[config.mk]
export PLATFORM = sky130hd
export DESIGN_NAME = hazard_fwd_ctrl_flat
export DESIGN_NICKNAME = d
export VERILOG_FILES = /design/src/rtl/hazard_fwd_ctrl_pkg.sv /design/src/rtl/hazard_fwd_ctrl_if.sv /design/src/rtl/hazard_fwd_ctrl_fwd_sel.sv /design/src/rtl/hazard_fwd_ctrl.sv /design/src/flat_wrapper.sv
export SDC_FILE = /design/constraint.sdc
export NUM_CORES = 1
export LEC_CHECK = 0
export CORE_MARGIN = 3
export CORE_UTILIZATION = 50
export DETAILED_ROUTE_END_ITERATION = 16
export PLACE_DENSITY = 0.77
export SETUP_SLACK_MARGIN = 0.3
export SYNTH_ARGS = -nofsm -noshare
export SYNTH_HDL_FRONTEND = slang
export SYNTH_HIERARCHICAL = 1
export SYNTH_SLANG_ARGS = --single-unit
[constraint.sdc]
create_clock -name clk -period 2 [get_ports clk]
set_clock_uncertainty 0.2 [all_clocks]
set_input_delay 0.3 -clock clk [delete_from_list [all_inputs] [get_ports clk]]
set_output_delay 0.3 -clock clk [all_outputs]
set_load 0.005 [all_outputs]
[src/rtl/hazard_fwd_ctrl_pkg.sv]
// Shared pipeline definitions: forwarding-select encoding, hazard FSM states
// and the per-slot tracking records used by the hazard/forwarding control.
package cpu_defs;

  typedef enum logic [2:0] {
    REG_DATA  = 3'd0,
    A_FWD_MEM = 3'd1,
    A_FWD_WB  = 3'd2,
    B_FWD_MEM = 3'd3,
    B_FWD_WB  = 3'd4
  } fwd_sel_e;

  typedef enum logic [1:0] {
    IDLE       = 2'd0,
    LD_STALL   = 2'd1,
    SPLIT_B    = 2'd2,
    SPLIT_WAIT = 2'd3
  } hz_state_e;

  typedef struct packed {
    logic [4:0] rd;
    logic       reg_write;
    logic       is_load;
  } trk_t;

  typedef struct packed {
    trk_t       dst;
    logic [4:0] rs1;
    logic       rs1_active;
    logic [4:0] rs2;
    logic       rs2_active;
  } ex_trk_t;

  // True when an active, non-x0 source reads the register a live producer writes.
  function automatic logic src_hit(logic [4:0] addr, logic active, trk_t p);
    return active && p.reg_write && (p.rd != '0) && (addr == p.rd);
  endfunction

  function automatic ex_trk_t make_ex(logic [4:0] rs1, logic a1, logic [4:0] rs2,
                                      logic a2, logic [4:0] rd, logic rw, logic ld);
    ex_trk_t e;
    e.dst.rd        = rd;
    e.dst.reg_write = rw;
    e.dst.is_load   = ld;
    e.rs1           = rs1;
    e.rs1_active    = a1;
    e.rs2           = rs2;
    e.rs2_active    = a2;
    return e;
  endfunction

endpackage

[src/rtl/hazard_fwd_ctrl_if.sv]
// ID-stage bundle fields in, forwarding selects and stall/flush controls out.
interface hazard_fwd_ctrl_if;
  logic [4:0] dA_rs1_addr, dA_rs2_addr, dA_rd_addr;
  logic       dA_rs1_active, dA_rs2_active, dA_reg_write, dA_is_load;
  logic [4:0] dB_rs1_addr, dB_rs2_addr, dB_rd_addr;
  logic       dB_rs1_active, dB_rs2_active, dB_reg_write, dB_is_load;
  logic       br_flush;
  logic [2:0] A_fwd_src1, A_fwd_src2, B_fwd_src1, B_fwd_src2;
  logic       if_id_hold, A_bubble, B_bubble, A_flush, B_flush;

  modport master (
    output dA_rs1_addr, dA_rs2_addr, dA_rd_addr,
           dA_rs1_active, dA_rs2_active, dA_reg_write, dA_is_load,
           dB_rs1_addr, dB_rs2_addr, dB_rd_addr,
           dB_rs1_active, dB_rs2_active, dB_reg_write, dB_is_load,
           br_flush,
    input  A_fwd_src1, A_fwd_src2, B_fwd_src1, B_fwd_src2,
           if_id_hold, A_bubble, B_bubble, A_flush, B_flush
  );

  modport slave (
    input  dA_rs1_addr, dA_rs2_addr, dA_rd_addr,
           dA_rs1_active, dA_rs2_active, dA_reg_write, dA_is_load,
           dB_rs1_addr, dB_rs2_addr, dB_rd_addr,
           dB_rs1_active, dB_rs2_active, dB_reg_write, dB_is_load,
           br_flush,
    output A_fwd_src1, A_fwd_src2, B_fwd_src1, B_fwd_src2,
           if_id_hold, A_bubble, B_bubble, A_flush, B_flush
  );
endinterface

[src/rtl/hazard_fwd_ctrl_fwd_sel.sv]
// Priority comparator picking the youngest live producer of one EX operand.
module fwd_sel
  import cpu_defs::*;
(
  input  logic [4:0] src_addr,
  input  logic       src_active,
  input  trk_t       mem_b,
  input  trk_t       mem_a,
  input  trk_t       wb_b,
  input  trk_t       wb_a,
  output fwd_sel_e   sel
);

  // Loads still in MEM have no data yet, so they are never a forwarding source.
  function automatic logic usable(trk_t p, logic in_mem);
    return src_hit(src_addr, src_active, p) && !(in_mem && p.is_load);
  endfunction

  always_comb begin
    sel = REG_DATA;
    if (usable(mem_b, 1'b1))      sel = B_FWD_MEM;
    else if (usable(mem_a, 1'b1)) sel = A_FWD_MEM;
    else if (usable(wb_b, 1'b0))  sel = B_FWD_WB;
    else if (usable(wb_a, 1'b0))  sel = A_FWD_WB;
  end

endmodule

[src/rtl/hazard_fwd_ctrl.sv]
// Dual-issue hazard control: load-use stalls, intra-bundle splits, branch
// flush, and operand forwarding selects derived from EX/MEM/WB tracking.
module hazard_fwd_ctrl
  import cpu_defs::*;
(
  input  logic               clk,
  input  logic               rst,
  hazard_fwd_ctrl_if.slave   bus
);

  hz_state_e st, st_nxt;
  ex_trk_t   ex_a, ex_b;
  trk_t      mem_a, mem_b, wb_a, wb_b;
  trk_t      id_a;
  logic      dep_ld, dep_ab, hold, a_bub, b_bub;
  fwd_sel_e  a1_sel, a2_sel, b1_sel, b2_sel;

  function automatic logic ld_hit(trk_t p);
    return p.is_load &&
           (src_hit(bus.dA_rs1_addr, bus.dA_rs1_active, p) ||
            src_hit(bus.dA_rs2_addr, bus.dA_rs2_active, p) ||
            src_hit(bus.dB_rs1_addr, bus.dB_rs1_active, p) ||
            src_hit(bus.dB_rs2_addr, bus.dB_rs2_active, p));
  endfunction

  always_comb begin
    id_a.rd        = bus.dA_rd_addr;
    id_a.reg_write = bus.dA_reg_write;
    id_a.is_load   = bus.dA_is_load;
    dep_ld = ld_hit(ex_a.dst) || ld_hit(ex_b.dst);
    dep_ab = src_hit(bus.dB_rs1_addr, bus.dB_rs1_active, id_a) ||
             src_hit(bus.dB_rs2_addr, bus.dB_rs2_active, id_a);
  end

  // LD_STALL decides like IDLE: its EX slots are bubbles, so the held bundle
  // is re-evaluated only for an intra-bundle dependence.
  always_comb begin
    st_nxt = st;
    hold   = 1'b0;
    a_bub  = 1'b0;
    b_bub  = 1'b0;
    if (bus.br_flush) begin
      a_bub  = 1'b1;
      b_bub  = 1'b1;
      st_nxt = IDLE;
    end else begin
      case (st)
        IDLE, LD_STALL: begin
          if (dep_ld) begin
            hold   = 1'b1;
            a_bub  = 1'b1;
            b_bub  = 1'b1;
            st_nxt = LD_STALL;
          end else if (dep_ab) begin
            hold   = 1'b1;
            b_bub  = 1'b1;
            st_nxt = bus.dA_is_load ? SPLIT_WAIT : SPLIT_B;
          end else begin
            st_nxt = IDLE;
          end
        end
        SPLIT_WAIT: begin
          hold   = 1'b1;
          a_bub  = 1'b1;
          b_bub  = 1'b1;
          st_nxt = SPLIT_B;
        end
        SPLIT_B: begin
          a_bub  = 1'b1;
          st_nxt = IDLE;
        end
      endcase
    end
  end

  // The shift is unconditional; a flush only clears the killed EX entries'
  // qualifiers so they cannot later appear as MEM/WB producers.
  always_ff @(posedge clk) begin
    if (rst) begin
      st    <= IDLE;
      ex_a  <= '0;
      ex_b  <= '0;
      mem_a <= '0;
      mem_b <= '0;
      wb_a  <= '0;
      wb_b  <= '0;
    end else begin
      st    <= st_nxt;
      ex_a  <= make_ex(bus.dA_rs1_addr, bus.dA_rs1_active, bus.dA_rs2_addr,
                       bus.dA_rs2_active, bus.dA_rd_addr,
                       bus.dA_reg_write & ~a_bub, bus.dA_is_load);
      ex_b  <= make_ex(bus.dB_rs1_addr, bus.dB_rs1_active, bus.dB_rs2_addr,
                       bus.dB_rs2_active, bus.dB_rd_addr,
                       bus.dB_reg_write & ~b_bub, bus.dB_is_load);
      mem_a.rd        <= ex_a.dst.rd;
      mem_a.reg_write <= ex_a.dst.reg_write & ~bus.br_flush;
      mem_a.is_load   <= ex_a.dst.is_load & ~bus.br_flush;
      mem_b.rd        <= ex_b.dst.rd;
      mem_b.reg_write <= ex_b.dst.reg_write & ~bus.br_flush;
      mem_b.is_load   <= ex_b.dst.is_load & ~bus.br_flush;
      wb_a  <= mem_a;
      wb_b  <= mem_b;
    end
  end

  fwd_sel u_a1 (.src_addr(ex_a.rs1), .src_active(ex_a.rs1_active), .mem_b(mem_b),
                .mem_a(mem_a), .wb_b(wb_b), .wb_a(wb_a), .sel(a1_sel));
  fwd_sel u_a2 (.src_addr(ex_a.rs2), .src_active(ex_a.rs2_active), .mem_b(mem_b),
                .mem_a(mem_a), .wb_b(wb_b), .wb_a(wb_a), .sel(a2_sel));
  fwd_sel u_b1 (.src_addr(ex_b.rs1), .src_active(ex_b.rs1_active), .mem_b(mem_b),
                .mem_a(mem_a), .wb_b(wb_b), .wb_a(wb_a), .sel(b1_sel));
  fwd_sel u_b2 (.src_addr(ex_b.rs2), .src_active(ex_b.rs2_active), .mem_b(mem_b),
                .mem_a(mem_a), .wb_b(wb_b), .wb_a(wb_a), .sel(b2_sel));

  assign bus.A_fwd_src1 = a1_sel;
  assign bus.A_fwd_src2 = a2_sel;
  assign bus.B_fwd_src1 = b1_sel;
  assign bus.B_fwd_src2 = b2_sel;
  assign bus.if_id_hold = hold & ~rst;
  assign bus.A_bubble   = a_bub & ~rst;
  assign bus.B_bubble   = b_bub & ~rst;
  assign bus.A_flush    = bus.br_flush;
  assign bus.B_flush    = bus.br_flush;

endmodule

[src/flat_wrapper.sv]
// flat-port wrapper written by rule: the top's interface ports become plain ports
module hazard_fwd_ctrl_flat import cpu_defs::*;
  (clk, rst, bus_dA_rs1_addr, bus_dA_rs2_addr, bus_dA_rd_addr, bus_dA_rs1_active, bus_dA_rs2_active, bus_dA_reg_write, bus_dA_is_load, bus_dB_rs1_addr, bus_dB_rs2_addr, bus_dB_rd_addr, bus_dB_rs1_active, bus_dB_rs2_active, bus_dB_reg_write, bus_dB_is_load, bus_br_flush, bus_A_fwd_src1, bus_A_fwd_src2, bus_B_fwd_src1, bus_B_fwd_src2, bus_if_id_hold, bus_A_bubble, bus_B_bubble, bus_A_flush, bus_B_flush);
  hazard_fwd_ctrl_if bus_i ();
  input  logic clk;
  input  logic rst;
  input wire logic [$bits(bus_i.dA_rs1_addr)-1:0] bus_dA_rs1_addr;
  input wire logic [$bits(bus_i.dA_rs2_addr)-1:0] bus_dA_rs2_addr;
  input wire logic [$bits(bus_i.dA_rd_addr)-1:0] bus_dA_rd_addr;
  input wire logic [$bits(bus_i.dA_rs1_active)-1:0] bus_dA_rs1_active;
  input wire logic [$bits(bus_i.dA_rs2_active)-1:0] bus_dA_rs2_active;
  input wire logic [$bits(bus_i.dA_reg_write)-1:0] bus_dA_reg_write;
  input wire logic [$bits(bus_i.dA_is_load)-1:0] bus_dA_is_load;
  input wire logic [$bits(bus_i.dB_rs1_addr)-1:0] bus_dB_rs1_addr;
  input wire logic [$bits(bus_i.dB_rs2_addr)-1:0] bus_dB_rs2_addr;
  input wire logic [$bits(bus_i.dB_rd_addr)-1:0] bus_dB_rd_addr;
  input wire logic [$bits(bus_i.dB_rs1_active)-1:0] bus_dB_rs1_active;
  input wire logic [$bits(bus_i.dB_rs2_active)-1:0] bus_dB_rs2_active;
  input wire logic [$bits(bus_i.dB_reg_write)-1:0] bus_dB_reg_write;
  input wire logic [$bits(bus_i.dB_is_load)-1:0] bus_dB_is_load;
  input wire logic [$bits(bus_i.br_flush)-1:0] bus_br_flush;
  output wire logic [$bits(bus_i.A_fwd_src1)-1:0] bus_A_fwd_src1;
  output wire logic [$bits(bus_i.A_fwd_src2)-1:0] bus_A_fwd_src2;
  output wire logic [$bits(bus_i.B_fwd_src1)-1:0] bus_B_fwd_src1;
  output wire logic [$bits(bus_i.B_fwd_src2)-1:0] bus_B_fwd_src2;
  output wire logic [$bits(bus_i.if_id_hold)-1:0] bus_if_id_hold;
  output wire logic [$bits(bus_i.A_bubble)-1:0] bus_A_bubble;
  output wire logic [$bits(bus_i.B_bubble)-1:0] bus_B_bubble;
  output wire logic [$bits(bus_i.A_flush)-1:0] bus_A_flush;
  output wire logic [$bits(bus_i.B_flush)-1:0] bus_B_flush;
  assign bus_i.dA_rs1_addr = bus_dA_rs1_addr;
  assign bus_i.dA_rs2_addr = bus_dA_rs2_addr;
  assign bus_i.dA_rd_addr = bus_dA_rd_addr;
  assign bus_i.dA_rs1_active = bus_dA_rs1_active;
  assign bus_i.dA_rs2_active = bus_dA_rs2_active;
  assign bus_i.dA_reg_write = bus_dA_reg_write;
  assign bus_i.dA_is_load = bus_dA_is_load;
  assign bus_i.dB_rs1_addr = bus_dB_rs1_addr;
  assign bus_i.dB_rs2_addr = bus_dB_rs2_addr;
  assign bus_i.dB_rd_addr = bus_dB_rd_addr;
  assign bus_i.dB_rs1_active = bus_dB_rs1_active;
  assign bus_i.dB_rs2_active = bus_dB_rs2_active;
  assign bus_i.dB_reg_write = bus_dB_reg_write;
  assign bus_i.dB_is_load = bus_dB_is_load;
  assign bus_i.br_flush = bus_br_flush;
  assign bus_A_fwd_src1 = bus_i.A_fwd_src1;
  assign bus_A_fwd_src2 = bus_i.A_fwd_src2;
  assign bus_B_fwd_src1 = bus_i.B_fwd_src1;
  assign bus_B_fwd_src2 = bus_i.B_fwd_src2;
  assign bus_if_id_hold = bus_i.if_id_hold;
  assign bus_A_bubble = bus_i.A_bubble;
  assign bus_B_bubble = bus_i.B_bubble;
  assign bus_A_flush = bus_i.A_flush;
  assign bus_B_flush = bus_i.B_flush;
  hazard_fwd_ctrl u_core (.clk(clk), .rst(rst), .bus(bus_i));
endmodule
-- Word level (Yosys, flattened, before mapping)
Index checks and enable logic that the tools add are counted.
- logic and storage cells: 204
- flip-flop bits (word level): 66
- output and inout port bits: 17
- bitwise logic cells: 13
- equal/unequal tests: 29
- reduce and logical (&&, ||, !) cells: 109
- multiplexer cells: 28
- operator list (operator ; count):
    $eq 5x5->1 ; 26
    $logic_and 1x1->1 ; 88
    $mux 3 ; 12
    $reduce_bool 5->1 ; 7
    $mux 2 ; 6
    $and 1x1->1 ; 9
    $logic_or 1x1->1 ; 8
    $mux 1 ; 7
    $pmux 2 s3 ; 1
    $reduce_or 2->1 ; 3
    $eq 2x2->1 const B ; 2
    $not 1->1 ; 4
    $pmux 1 s2 ; 2
    $eq 2x1->1 const B ; 1
    $logic_not 1->1 ; 2
    $logic_not 2->1 ; 1

-- Logic depth before layout (Yosys ltp)
- word-level depth: 13
- gate-level depth with buffers: 7
- gate-level depth less buffers: 6

-- Hierarchy
The synthesis kept the hierarchy.
- by module, submodules not included (module ; cells an instance ; sequential area each (µm²) ; times used ; area each (µm²)):
    hazard_fwd_ctrl ; 251 ; 1361.3 ; 1 ; 2613.8
    fwd_sel ; 50 ; 0.0 ; 4 ; 352.8

-- Worst setup path before layout
Ideal clock, no wire load.
- path type: register to output
- start point: register u_core/ex_b[18] (netlist bit)
- end point: output bus_B_bubble
- arrival: 1.460 ns
- setup slack: 0.040 ns
- data required time: 1.500 ns
- cell stages (with the launch flop): 8
- path through: dfxtp_1 -> buf_2 -> xor2_1 -> nor4_1 -> nand4_1 -> nand4_1 -> a32oi_4 -> a211oi_1
- longest elaborated chain between the ends: 12
- elaborated cells between the ends (all ways): 22
- classes of those cells: eq/ne (4); mux (3); bitwise (1); reduce/logical (14)
- RTL lines (element ; RTL line ; source):
    from (decl) ; hazard_fwd_ctrl.sv:12 ; ex_trk_t ex_a, ex_b;
    from (signal assigned) ; hazard_fwd_ctrl.sv:92 ; ex_b <= make_ex(bus.dB_rs1_addr, bus.dB_rs1_active, bus.dB_rs2_addr,
    $reduce_bool 5->1 ; hazard_fwd_ctrl_pkg.sv:36 ; return active && p.reg_write && (p.rd != '0) && (addr == p.rd);
    $logic_and 1x1->1 (2 in series) ; hazard_fwd_ctrl_pkg.sv:36 ;
    $logic_or 1x1->1 ; hazard_fwd_ctrl.sv:20 ; (src_hit(bus.dA_rs1_addr, bus.dA_rs1_active, p) ||
    $logic_or 1x1->1 ; hazard_fwd_ctrl.sv:21 ; src_hit(bus.dA_rs2_addr, bus.dA_rs2_active, p) ||
    $logic_or 1x1->1 * ; hazard_fwd_ctrl.sv:22 ; src_hit(bus.dB_rs1_addr, bus.dB_rs1_active, p) ||
    $logic_and 1x1->1 * ; hazard_fwd_ctrl.sv:19 ; return p.is_load &&
    $logic_or 1x1->1 * ; hazard_fwd_ctrl.sv:30 ; dep_ld = ld_hit(ex_a.dst) || ld_hit(ex_b.dst);
    $mux 1 * ; hazard_fwd_ctrl.sv:49 ; if (dep_ld) begin
    $pmux 1 s2 * ; hazard_fwd_ctrl.sv:47 ; case (st)
    $mux 1 * ; hazard_fwd_ctrl.sv:42 ; if (bus.br_flush) begin
    $and 1x1->1 * ; hazard_fwd_ctrl.sv:121 ; assign bus.B_bubble = b_bub & ~rst;
    to (decl) ; flat_wrapper.sv:28 ; output wire logic [$bits(bus_i.B_bubble)-1:0] bus_B_bubble;
Mark *: on every way between the ends. The rest lies on a longest branch, timed or not.

-- Worst setup path after layout
- start point: input bus_dA_rs1_addr[0]
- end point: output bus_B_bubble
- longest elaborated chain between the ends: 11
- elaborated cells between the ends (all ways): 17
- classes of those cells: eq/ne (2); mux (3); bitwise (1); reduce/logical (11)
- RTL lines (element ; RTL line ; source):
    from (decl) ; flat_wrapper.sv:7 ; input wire logic [$bits(bus_i.dA_rs1_addr)-1:0] bus_dA_rs1_addr;
    $eq 5x5->1 ; hazard_fwd_ctrl_pkg.sv:36 ;
    $logic_and 1x1->1 ; hazard_fwd_ctrl_pkg.sv:36 ;
    $logic_or 1x1->1 ; hazard_fwd_ctrl.sv:20 ;
    $logic_or 1x1->1 ; hazard_fwd_ctrl.sv:21 ;
    $logic_or 1x1->1 ; hazard_fwd_ctrl.sv:22 ;
    $logic_and 1x1->1 ; hazard_fwd_ctrl.sv:19 ;
    $logic_or 1x1->1 * ; hazard_fwd_ctrl.sv:30 ;
    $mux 1 * ; hazard_fwd_ctrl.sv:49 ;
    $pmux 1 s2 * ; hazard_fwd_ctrl.sv:47 ;
    $mux 1 * ; hazard_fwd_ctrl.sv:42 ;
    $and 1x1->1 * ; hazard_fwd_ctrl.sv:121 ;
Marks and branches as above.

==> impl_results.md <==
* Status: finished with violations
* Violated checks: negative setup slack
* Pre-antenna DRT Iters at 4
* Critical Path Max Stage Delay at between 0.4 and 0.5 ns
* Clock sink count at 66
* Clock edge transition at the registers on the reported setup and hold paths at 0.07 ns
* Instance count of the mapped netlist at 447
* Worst setup timing slack at the placement stage at -1.03 ns
* Detailed-placement wirelength estimate at 8370 um
* Die width at 95.1 um
* Antenna Nets Post-Route at 0
* Share of cells above drive strength 1 at 0.356
* Cell Area, Synth at 0.00397 mm^2
* Final-layout fill cell count at 501
* Core Area at 0.00749 mm^2
* Number of buffers between clock root and the deepest sink at 2
* Kind of critical path: input pin to output port
* Vias at 3687
* Net Count, Synth at 488
* Initial standard-cell utilization of the core at 0.531
* Power density over the cells at 631 mW/mm^2
* Number of buffer and inverter instances along the worst setup path at 3
* Standard-cell rows at 31
* Remaining routing DRC violations at 0
* First-pass GRT wire length at 17800 um
* Worst-Margin Slew at 0.528 ns
* Worst-Skew Late Latency at roughly 0.34 ns
* GR Util All Layers at 0.258
* Commonest cells after routing, fill and taps aside: 90 x sky130_fd_sc_hd__buf_4, 64 x sky130_fd_sc_hd__xor2_1, 58 x sky130_fd_sc_hd__nor2b_1
* Placed instance area at 0.00513 mm^2
* Setup repair after global routing missed its margin: yes
* Final setup violation count at 19
* CTS hold repair buffers at 0
* Most Frequent Cell on Critical Path: sky130_fd_sc_hd__nand4_1
* Worst slew margin relative to its limit at 0.648
* Sum of overflow across all layers after global routing at 0
* 1st-iter DRT viols at between 100 and 150
* Clock tree root driver cell: sky130_fd_sc_hd__clkbuf_8
* Synthesis-to-layout area growth at 47.1%
* Max Freq at 364 MHz
* Number of buffer cells added on primary ports at 57
* Antenna fix cells at 0
* Tmin final at 2.75 ns
* Number of global-route vias before repair at 3715
* RePlAce Congestion at a little under 1
* Count of final max-slew check failures at 0
* Final-stage net count at 631
* Maximum number of pins on one net before global-route repair at 55
* Average via count per standard cell at 5.31
* Category of cells accounting for the largest share of critical-path delay: buffers and inverters
* Kind of end point of the critical path: output port
* Top Ports at 58
* Clock buffers created by TritonCTS at 9
* Count of non-filler cells in the finished layout at 694
* Sort of element at the start of the critical path: input pin
* Slack of the critical path at -0.751 ns
* Routed WL per cell at 16.5 um
* Number of placed cells counting well taps at 645
* Highest-delay cell along the critical path: sky130_fd_sc_hd__clkdlybuf4s50_1
* Clock tree from TritonCTS: built
* Critical Path AT at 2.25 ns
* Max-Cap Viols at 0
* Worst-case hold slack at 0.0861 ns
* Aggregate routed wire length at 11500 um
* Post-Synthesis Mean Instance Area at 8.89 um^2
* Peak supply drop at a little under 0.5 mV
* Die H at 95.1 um
* Fin crit share at 1.38
* Lkg Pwr at 2.49 nW
* Post-route cell area at 0.00584 mm^2
* Yosys warning total at 6
* Sequence of cells on the critical path: clkdlybuf4s50_1, xor2_1, nor4_1, nand4_1, nand4_1, a32oi_4, buf_6, a211oi_2, buf_2
* Depth of the CTS H-tree at 3
* Area enclosed by the die boundary at ~0.0091 mm^2
* Final Hold Fails at 0
* Data required time of the critical path at 1.50 ns
* Top fanout value on the critical path at 3
* Antenna violations before repair at 0
* Most common cell after layout, fill and taps aside: sky130_fd_sc_hd__buf_4
* Hold Path Class: input pin to flip-flop
-- through the flow --
step	power, mW	util	setup TNS, ns
after global routing	3.83	0.780	-8.29
after floorplan	1.82	-	0
after CTS	3.66	0.749	-6.99
after global placement	2.09	0.685	-7.78
final	3.69	0.780	-7.56
after detailed placement	2.11	0.685	-8.41
-- routing by layer --
layer	GRT usage	part of all wire
met5	0	0
met4	0.124	0.034
met3	0.0489	0.050
met2	0.443	0.51
met1	0.307	0.41
-- final timing paths --
path	start	endpoint	slack, ns	cells after the start
worst max register to register	u_core/ex_b[14]	u_core/ex_b[13]	-0.34	10
worst min-delay path	rst	u_core/ex_a[12]	0.09	2
worst min register to register	u_core/ex_b[17]	u_core/mem_b[5]	0.30	1
worst max-delay path	bus_dA_rs1_addr[0]	bus_B_bubble	-0.75	9
-- what timing repair did --
item | 4_1_cts | 5_1_grt
pin swaps | 23 | 26
setup endpoints to repair | 21 | 21
endpoints found under the hold margin | 0 | 0
buffers inserted | 23 | 10
gates resized for setup | 101 | 41
-- where the power goes --
part           internal (mW)  switching, mW
Combinational          0.412          0.307
Sequential              1.37         0.0882
Clock                  0.992          0.516
Total                   2.78          0.911
-- flip-flops by register name (all words and copies together), names as in the netlist --
register,flops
u_core/wb_a,6
u_core/st,2
u_core/ex_b,19
u_core/ex_a,19
u_core/wb_b,6
u_core/mem_b,7
u_core/mem_a,7
-- area by class of cell --
type	instances	area (um^2)	share of cell area
multi-input cells	334	2620	0.448
repair buffers	167	1420	0.243
flip-flops and latches	66	1360	0.233
clock buffers	10	138	0.0236
clock inverters	6	138	0.0236
well taps	99	124	0.0212
inverters	12	45.0	0.00771
Power figures use the tool's default switching activity.
